==> src/rtl/cookie_grid_if.sv <==
// Interface for the cookie_grid interface signals: load chain, run control, status and display chain.
// The master drives the controls and the slave (the grid) drives the status and serial outputs.
interface cookie_grid_if #(
  parameter int GEN_W = 8
);
  logic             en;
  logic             shift_en;
  logic             input_bit;
  logic             output_bit;
  logic             start;
  logic [GEN_W-1:0] gens;
  logic             busy;
  logic             done;
  logic [GEN_W-1:0] gen_count;
  logic             stable;
  logic             extinct;
  logic             display;
  logic             disp_shift_en;
  logic             display_shift_in;
  logic             display_shift_out;

  modport master (
    output en, shift_en, input_bit, start, gens, display, disp_shift_en, display_shift_in,
    input  output_bit, busy, done, gen_count, stable, extinct, display_shift_out
  );

  modport slave (
    input  en, shift_en, input_bit, start, gens, display, disp_shift_en, display_shift_in,
    output output_bit, busy, done, gen_count, stable, extinct, display_shift_out
  );
endinterface

==> src/rtl/cookie_grid.sv <==
// Serially loaded Game-of-Life (B3/S23) grid with a bounded multi-generation run engine
// and an independent snapshot/shift display chain.
module cookie_grid #(
  parameter int ROWS  = 4,
  parameter int COLS  = 4,
  parameter int GEN_W = 8,
  parameter int WRAP  = 1
) (
  input logic          clk,
  input logic          rst,
  cookie_grid_if.slave bus
);

  localparam int N     = ROWS * COLS;
  localparam int IDX_W = (N > 1) ? $clog2(N) : 1;

  typedef enum logic [1:0] {
    S_IDLE,
    S_RUN,
    S_DONE
  } state_e;

  state_e           state_q, state_d;
  logic [N-1:0]     cells_q, cells_d;
  logic [N-1:0]     life_next;
  logic [N-1:0]     disp_q, disp_d;
  logic [GEN_W-1:0] target_q, target_d;
  logic [GEN_W-1:0] gen_q, gen_d;
  logic             stable_q, stable_d;
  logic             extinct_q, extinct_d;

  // Off-grid coordinates either wrap around (torus) or read as dead.
  function automatic logic cell_at(input logic [N-1:0] g, input int r, input int c);
    int rr;
    int cc;
    logic alive;
    alive = 1'b0;
    if (WRAP != 0) begin
      rr    = (r + ROWS) % ROWS;
      cc    = (c + COLS) % COLS;
      alive = g[IDX_W'(rr * COLS + cc)];
    end else if (r >= 0 && r < ROWS && c >= 0 && c < COLS) begin
      alive = g[IDX_W'(r * COLS + c)];
    end
    return alive;
  endfunction

  function automatic logic [3:0] nbr_count(input logic [N-1:0] g, input int r, input int c);
    logic [3:0] n;
    n = 4'd0;
    for (int dr = -1; dr <= 1; dr++) begin
      for (int dc = -1; dc <= 1; dc++) begin
        if (dr != 0 || dc != 0) begin
          n = n + {3'b000, cell_at(g, r + dr, c + dc)};
        end
      end
    end
    return n;
  endfunction

  function automatic logic b3s23(input logic alive, input logic [3:0] n);
    return (n == 4'd3) || (alive && n == 4'd2);
  endfunction

  // Every cell's successor is computed from the same current grid, so the whole
  // generation is applied in one step.
  always_comb begin
    life_next = '0;
    for (int r = 0; r < ROWS; r++) begin
      for (int c = 0; c < COLS; c++) begin
        life_next[IDX_W'(r * COLS + c)] =
          b3s23(cells_q[IDX_W'(r * COLS + c)], nbr_count(cells_q, r, c));
      end
    end
  end

  always_comb begin
    // NOTE: every variable gets a hold value before any branch, so no path can infer a latch.
    state_d   = state_q;
    cells_d   = cells_q;
    target_d  = target_q;
    gen_d     = gen_q;
    stable_d  = stable_q;
    extinct_d = extinct_q;

    if (bus.en) begin
      unique case (state_q)
        S_IDLE: begin
          if (bus.start) begin
            stable_d = 1'b0;
            if (bus.gens != '0) begin
              target_d  = bus.gens;
              gen_d     = '0;
              extinct_d = 1'b0;
              state_d   = S_RUN;
            end else begin
              extinct_d = (cells_q == '0);
              state_d   = S_DONE;
            end
          end else if (bus.shift_en) begin
            cells_d = {cells_q[N-2:0], bus.input_bit};
          end
        end

        S_RUN: begin
          if (life_next == cells_q) begin
            stable_d  = 1'b1;
            extinct_d = (cells_q == '0);
            state_d   = S_DONE;
          end else begin
            cells_d = life_next;
            gen_d   = gen_q + GEN_W'(1);
            if (gen_d == target_q) begin
              extinct_d = (life_next == '0);
              state_d   = S_DONE;
            end
          end
        end

        S_DONE:  state_d = S_IDLE;
        default: state_d = S_IDLE;
      endcase
    end
  end

  // Display chain: a snapshot wins over shifting; it never looks at the FSM.
  always_comb begin
    disp_d = disp_q;
    if (bus.en) begin
      if (bus.display) begin
        disp_d = cells_q;
      end else if (bus.disp_shift_en) begin
        disp_d = {disp_q[N-2:0], bus.display_shift_in};
      end
    end
  end

  // NOTE: the grid and display chain are plain flops rather than a RAM, so they take the async clear like any other state.
  always_ff @(posedge clk or posedge rst) begin
    if (rst) begin
      state_q   <= S_IDLE;
      cells_q   <= '0;
      disp_q    <= '0;
      target_q  <= '0;
      gen_q     <= '0;
      stable_q  <= 1'b0;
      extinct_q <= 1'b0;
    end else begin
      // NOTE: non-blocking updates make every register sample the pre-edge values.
      state_q   <= state_d;
      cells_q   <= cells_d;
      disp_q    <= disp_d;
      target_q  <= target_d;
      gen_q     <= gen_d;
      stable_q  <= stable_d;
      extinct_q <= extinct_d;
    end
  end

  assign bus.output_bit        = cells_q[N-1];
  assign bus.display_shift_out = disp_q[N-1];
  assign bus.busy              = (state_q == S_RUN);
  assign bus.done              = (state_q == S_DONE);
  assign bus.gen_count         = gen_q;
  assign bus.stable            = stable_q;
  assign bus.extinct           = extinct_q;

endmodule

==> src/flat_wrapper.sv <==
// flat-port wrapper written by rule: the top's interface ports become plain ports
module cookie_grid_flat 
#(
  parameter int ROWS  = 4,
  parameter int COLS  = 4,
  parameter int GEN_W = 8,
  parameter int WRAP  = 1
)
  (clk, rst, bus_en, bus_shift_en, bus_input_bit, bus_start, bus_gens, bus_display, bus_disp_shift_en, bus_display_shift_in, bus_output_bit, bus_busy, bus_done, bus_gen_count, bus_stable, bus_extinct, bus_display_shift_out);
  cookie_grid_if #(.GEN_W(GEN_W)) bus_i ();
  input logic clk;
  input logic rst;
  input wire logic [$bits(bus_i.en)-1:0] bus_en;
  input wire logic [$bits(bus_i.shift_en)-1:0] bus_shift_en;
  input wire logic [$bits(bus_i.input_bit)-1:0] bus_input_bit;
  input wire logic [$bits(bus_i.start)-1:0] bus_start;
  input wire logic [$bits(bus_i.gens)-1:0] bus_gens;
  input wire logic [$bits(bus_i.display)-1:0] bus_display;
  input wire logic [$bits(bus_i.disp_shift_en)-1:0] bus_disp_shift_en;
  input wire logic [$bits(bus_i.display_shift_in)-1:0] bus_display_shift_in;
  output wire logic [$bits(bus_i.output_bit)-1:0] bus_output_bit;
  output wire logic [$bits(bus_i.busy)-1:0] bus_busy;
  output wire logic [$bits(bus_i.done)-1:0] bus_done;
  output wire logic [$bits(bus_i.gen_count)-1:0] bus_gen_count;
  output wire logic [$bits(bus_i.stable)-1:0] bus_stable;
  output wire logic [$bits(bus_i.extinct)-1:0] bus_extinct;
  output wire logic [$bits(bus_i.display_shift_out)-1:0] bus_display_shift_out;
  assign bus_i.en = bus_en;
  assign bus_i.shift_en = bus_shift_en;
  assign bus_i.input_bit = bus_input_bit;
  assign bus_i.start = bus_start;
  assign bus_i.gens = bus_gens;
  assign bus_i.display = bus_display;
  assign bus_i.disp_shift_en = bus_disp_shift_en;
  assign bus_i.display_shift_in = bus_display_shift_in;
  assign bus_output_bit = bus_i.output_bit;
  assign bus_busy = bus_i.busy;
  assign bus_done = bus_i.done;
  assign bus_gen_count = bus_i.gen_count;
  assign bus_stable = bus_i.stable;
  assign bus_extinct = bus_i.extinct;
  assign bus_display_shift_out = bus_i.display_shift_out;
  cookie_grid #(.ROWS(ROWS), .COLS(COLS), .GEN_W(GEN_W), .WRAP(WRAP)) u_core (.clk(clk), .rst(rst), .bus(bus_i));
endmodule
==> config.mk <==
export PLATFORM = sky130hd
export DESIGN_NAME = cookie_grid_flat
export DESIGN_NICKNAME = d
export VERILOG_FILES = /design/src/rtl/cookie_grid_if.sv /design/src/rtl/cookie_grid.sv /design/src/flat_wrapper.sv
export SDC_FILE = /design/constraint.sdc
export NUM_CORES = 1
export LEC_CHECK = 0
export CAP_MARGIN = 0
export CORE_ASPECT_RATIO = 2
export CORE_MARGIN = 2
export CORE_UTILIZATION = 55
export DETAILED_ROUTE_END_ITERATION = 10
export PLACE_DENSITY = 0.88
export SLEW_MARGIN = 10
export SYNTH_ARGS = -nofsm -noshare
export SYNTH_HDL_FRONTEND = slang
export SYNTH_SLANG_ARGS = --single-unit
==> constraint.sdc <==
create_clock -name clk -period 2.75 [get_ports clk]
set_input_delay 0.55 -clock clk [delete_from_list [all_inputs] [get_ports clk]]
set_output_delay 0.55 -clock clk [all_outputs]
set_load 0.01 [all_outputs]
==> Yosys cells after proc, flatten, opt, wreduce, memory -nomap -nowiden <==
Cells that the tools add are included.
W data, S select, Z words.
{ "classes": {"muxes": 23, "n_addsub": 1, "n_reduce_logical": 12, "eq_ne": 11} }
{ "op_table": {"columns": ["op", "count"], "rows": [
  ["$mux W16", 5],
  ["$pmux W16 S2", 1],
  ["$mux W8", 3],
  ["$eq A8 B16 Y1 const A", 1],
  ["$logic_not A16 Y1", 1],
  ["$pmux W8 S2", 1],
  ["$reduce_and A4 Y1", 3],
  ["$reduce_and A5 Y1", 2],
  ["$add A8 B1 Y8 const B", 1],
  ["$eq A8 B8 Y1", 1],
  ["$mux W2", 4],
  ["$ne A2 B2 Y1 const B", 4],
  ["$reduce_bool A8 Y1", 1],
  ["$mux W1", 6],
  ["$ne A2 B1 Y1 const B", 2],
  ["$pmux W1 S2", 2],
  ["$pmux W2 S2", 1],
  ["$reduce_bool A2 Y1", 2],
  ["$ne A3 B1 Y1 const B", 1],
  ["$reduce_and A3 Y1", 1],
  ["$eq A2 B1 Y1 const B", 1],
  ["$eq A2 B2 Y1 const B", 1],
  ["$logic_not A2 Y1", 1],
  ["$reduce_and A2 Y1", 1]
]} }
{ "totals": {"reg_bits": 52, "elab_cells": 54, "input_bits": 17, "out_inout_bits": 14} }

==> Logic depth before layout (Yosys ltp) <==
{ "depth": {"word_depth": 5, "ltp_mapped": 7, "mapped_depth_nobuf": 7} }

==> Worst setup path after synthesis <==
No wires, ideal clock.
{ "synth_timing": {"kind": "register -> register", "startpoint": "reg u_core.gen_q[0] (netlist: u_core.bus.gen_count[0])", "endpoint": "reg u_core.state_q[0]", "required_ns": 2.607, "period_less_slack_ns": 2.032, "setup_ns": 0.143, "path_buffers": 0, "stages_incl_launch_ff": 7, "arrival_ns": 1.889, "setup_slack_ns": 0.718, "cell_sequence": "dfrtp_1 -> ha_1 -> xnor2_1 -> nand2_1 -> or4b_1 -> nor4_1 -> o21ai_0"} }
{ "synth_between": {"elab_chain_cells": 4} }
{ "synth_rtl": {"columns": ["element", "line_no", "text"], "rows": [
  ["start: declaration", "cookie_grid.sv:28", "logic [GEN_W-1:0] gen_q, gen_d;"],
  ["start signal: assignment", "cookie_grid.sv:154", "gen_q <= gen_d;"],
  ["$add A8 B1 Y8", "cookie_grid.sv:112", "gen_d = gen_q + GEN_W'(1);"],
  ["$eq A8 B8 Y1", "cookie_grid.sv:113", "if (gen_d == target_q) begin"],
  ["$ne A3 B1 Y1 (no line)", null, null],
  ["$reduce_and A3 Y1 (no line)", null, null],
  ["end signal: assignment", "cookie_grid.sv:150", "state_q <= state_d;"],
  ["end: declaration", "cookie_grid.sv:23", "state_e state_q, state_d;"]
]} }
No other way between the ends.
A chain may end at the register's enable or synchronous reset.

==> Final worst setup path <==
{ "layout_timing": {"startpoint": "reg u_core.state_q[0]", "endpoint": "out bus_busy"} }
{ "layout_between": {"elab_chain_cells": 1} }
{ "layout_rtl": {"columns": ["element", "line_no", "text"], "rows": [
  ["$eq A2 B1 Y1", "cookie_grid.sv:162", "assign bus.busy = (state_q == S_RUN);"],
  ["end: declaration", "flat_wrapper.sv:22", "output wire logic [$bits(bus_i.busy)-1:0] bus_busy;"]
]} }
No other way between the ends.

==> results.cfg <==
[clock_tree]
cts_tree = yes
clock_path_buffers = 2
cts-buffers-inserted = 5
holdBufCountCts = 0
cts.repair.resized = 0
insertion_delay_ns = 0.30
h-tree-depth = 2
clock_sinks = 52
clkTransAtPathRegs_ns = 0.09
clockRootBuffer = clkbuf_8
post_cts_buffers = 0

[setup_path]
crit_type = reg2out
start_kind = flop
path_max_fanout = 9
required_ns = 2.20
cp_data_arrival_time_ns = 1.85
rrSetupSlack_ns = 0.48
endpoint_kind = output port

[grt]
antenna_found_initial = 0
grt_usage_pct = 23.74
grt_overflow = 0
grt_pass1_vias = 2102
grt_first_pass_wirelength_mm = 9.466
grt_max_degree = 39

[synth]
synth_common_cells = 52 x dfrtp_1, 52 x nand2_1, 29 x o21ai_0
synth_nets = 290
synthCells = 272
synthArstFlopShare_pct = 100.0
ys_seq_area_share_pct = 49.83
ys_seq_elements = 52
synth_top_area_share_pct = 49.83
synth_edf_count = 0
netlist_area_um2 = 2611
synthFlopType = dfrtp_1
yosys-top-cells-area = dfrtp_1 50%, nand2_1 7.5%, mux2i_1 6.9%, o21ai_0 5.6%, mux2_2 3.4%
yosysUniqueCellTypes = 43
synth_top_area_cell = dfrtp_1
ys_warn_count = 0
synth_area_per_cell_um2 = 9.600

[cells_and_area]
final_cells = 363
antenna_cells = 0
final_nets = 325
area_growth_pct = 18.40
nFillCells = 382
final_util_pct = 67.24
drive_above_1_share_pct = 10.06

[power]
peakVddDrop_v = 0.0006294
p_leak_uw = 0.001343
powerDensity_nw_per_um2 = 925.2
finalPower_uw = 2861

[worst_hold_path]
hold_path_class = reg2reg

[drt]
first_pass_iters = 4
viasPerCell = 5.846
drt_wl_total_mm = 5.635
ant_nets = 0
num_vias = 2122
initialDrtViolationCount = 47
routedWlPerCell_um = 15.52
drcViolationCount = 0

[outcome]
status = finished clean

[placed_design]
dp.cells = 355
place_hpwl_mm = 4.343
place.gp.congestion = 0.9423
numPortBuffers = 30
pre_cts_ws_ns = 0.3903

[sta]
skew_ns = 0.006587
fmax_ghz = 0.4165
setup_violations = 0
report.final.slew_viol_count = 0
relSlewSlack_pct = 47.14
finalCriticalPeriod_ns = 2.401
tns_ns = 0
worstMarginPinSlew_ns = 0.7917
layout_setup_ws_ns = 0.3488
final-hold-violation-count = 0
timing.final.crit_share_pct = 87.32
rsz0062_at_grt = false

[floorplan]
dieArea_um2 = 5348
die_w_um = 52.72
io_pins = 31
start_util_pct = 56.79
die_h_um = 101.4
fp-row-count = 35
core_area_um2 = 4598

[flow_run]
max_cap_violations = 0
[per-layer routing]
metal | vias to the layer above | global-route usage [%] | wire [um] | part of all wire (%)
li1 | 1025 | - | - | -
met5 | - | 0 | 0 | 0
met2 | 43 | 45.19 | 3338 | 59
met4 | 0 | 10.26 | 155 | 2.8
met3 | 14 | 2.065 | 103 | 1.8
met1 | 1040 | 25.22 | 2038 | 36
[path summary, 6_finish.rpt]
kind	start	end	cells past startpoint
max	u_core.state_q[0]	bus_busy	3
min	u_core.disp_q[13]	u_core.disp_q[13]	2
max reg2reg	u_core.cells_q[12]	u_core.bus.gen_count[4]	5
min reg2reg	u_core.disp_q[13]	u_core.disp_q[13]	2
max in group asynchronous	rst	u_core.disp_q[6]	3
min in group asynchronous	rst	u_core.target_q[4]	2
[where the power goes]
group          switching, uW  internal [uW]  leakage, uW
combinational            630            529     0.000638
sequential               251           1000     0.000661
clock                    243            205    0.0000445
[stage by stage]
stage          cell area (um^2)  hold WS (ns)
2_1_floorplan              2611        0.4492
3_3_place_gp               2998        0.4618
3_5_place_dp               2998        0.4708
4_1_cts                    3092        0.4922
5_1_grt                    3092        0.5130
6_report                   3092        0.4846
[final cells by class]
type                       instances  area (um^2)  area share (%)
sequential                        52         1301           42.09
clock buffer                       7        86.33           2.792
timing repair buffer              39        367.9           11.90
inverter                           7        26.28          0.8499
clock inverter                     1        7.507          0.2428
multi-input combinational        202         1234           39.90
tap                               55        68.82           2.226
[kinds of logic (layout without fill, tap and decap cells)]
kind of cell / Yosys count / after routing / share of synthesized area, %
simple gates: 98 / 98 / 17.59
compound gates: 70 / 70 / 16.48
flops: 52 / 52 / 49.83
mux: 26 / 26 / 10.35
buf+inv: 18 / 54 / 2.923
xor+xnor: 7 / 7 / 2.348
fa+ha+maj: 1 / 1 / 0.4791
[layout by cell type, fill, tap and decap left out, types with 2 or more instances in the layout]
| cell type | instances |
|---|---|
| or3_1 | 2 |
| a31oi_1 | 2 |
| o21ai_0 | 28 |
| inv_1 | 6 |
| o21ai_1 | 15 |
| nor4_1 | 4 |
| nand3_1 | 4 |
| xor2_1 | 5 |
| buf_4 | 9 |
| a21oi_1 | 7 |
| dfrtp_1 | 52 |
| o21ai_2 | 2 |
| nand2_1 | 52 |
| o31ai_1 | 3 |
| mux2i_1 | 18 |
| o21a_1 | 3 |
| clkbuf_8 | 6 |
| a211oi_1 | 4 |
| clkdlybuf4s50_1 | 30 |
| mux2_2 | 8 |
| xnor2_1 | 2 |
| nand2b_1 | 3 |
| nor3_1 | 6 |
| or4_1 | 2 |
| nor2_1 | 13 |
| or4_4 | 2 |
| nand4_1 | 2 |
[state kept, by name, summed over array words and instances, names as in the netlist]
signal and cells:
u_core.cells_q 16, u_core.disp_q 16, u_core.bus.gen_count 8, u_core.target_q 8, u_core.state_q 2, u_core.bus.extinct 1, u_core.bus.stable 1
[critical path, cell delays in order (launching register included)]
cell and delay, ns:
dfrtp_1 0.53, nand2_1 0.28, inv_1 0.18, clkdlybuf4s50_1 0.55
(Power assumes the default switching activity.)
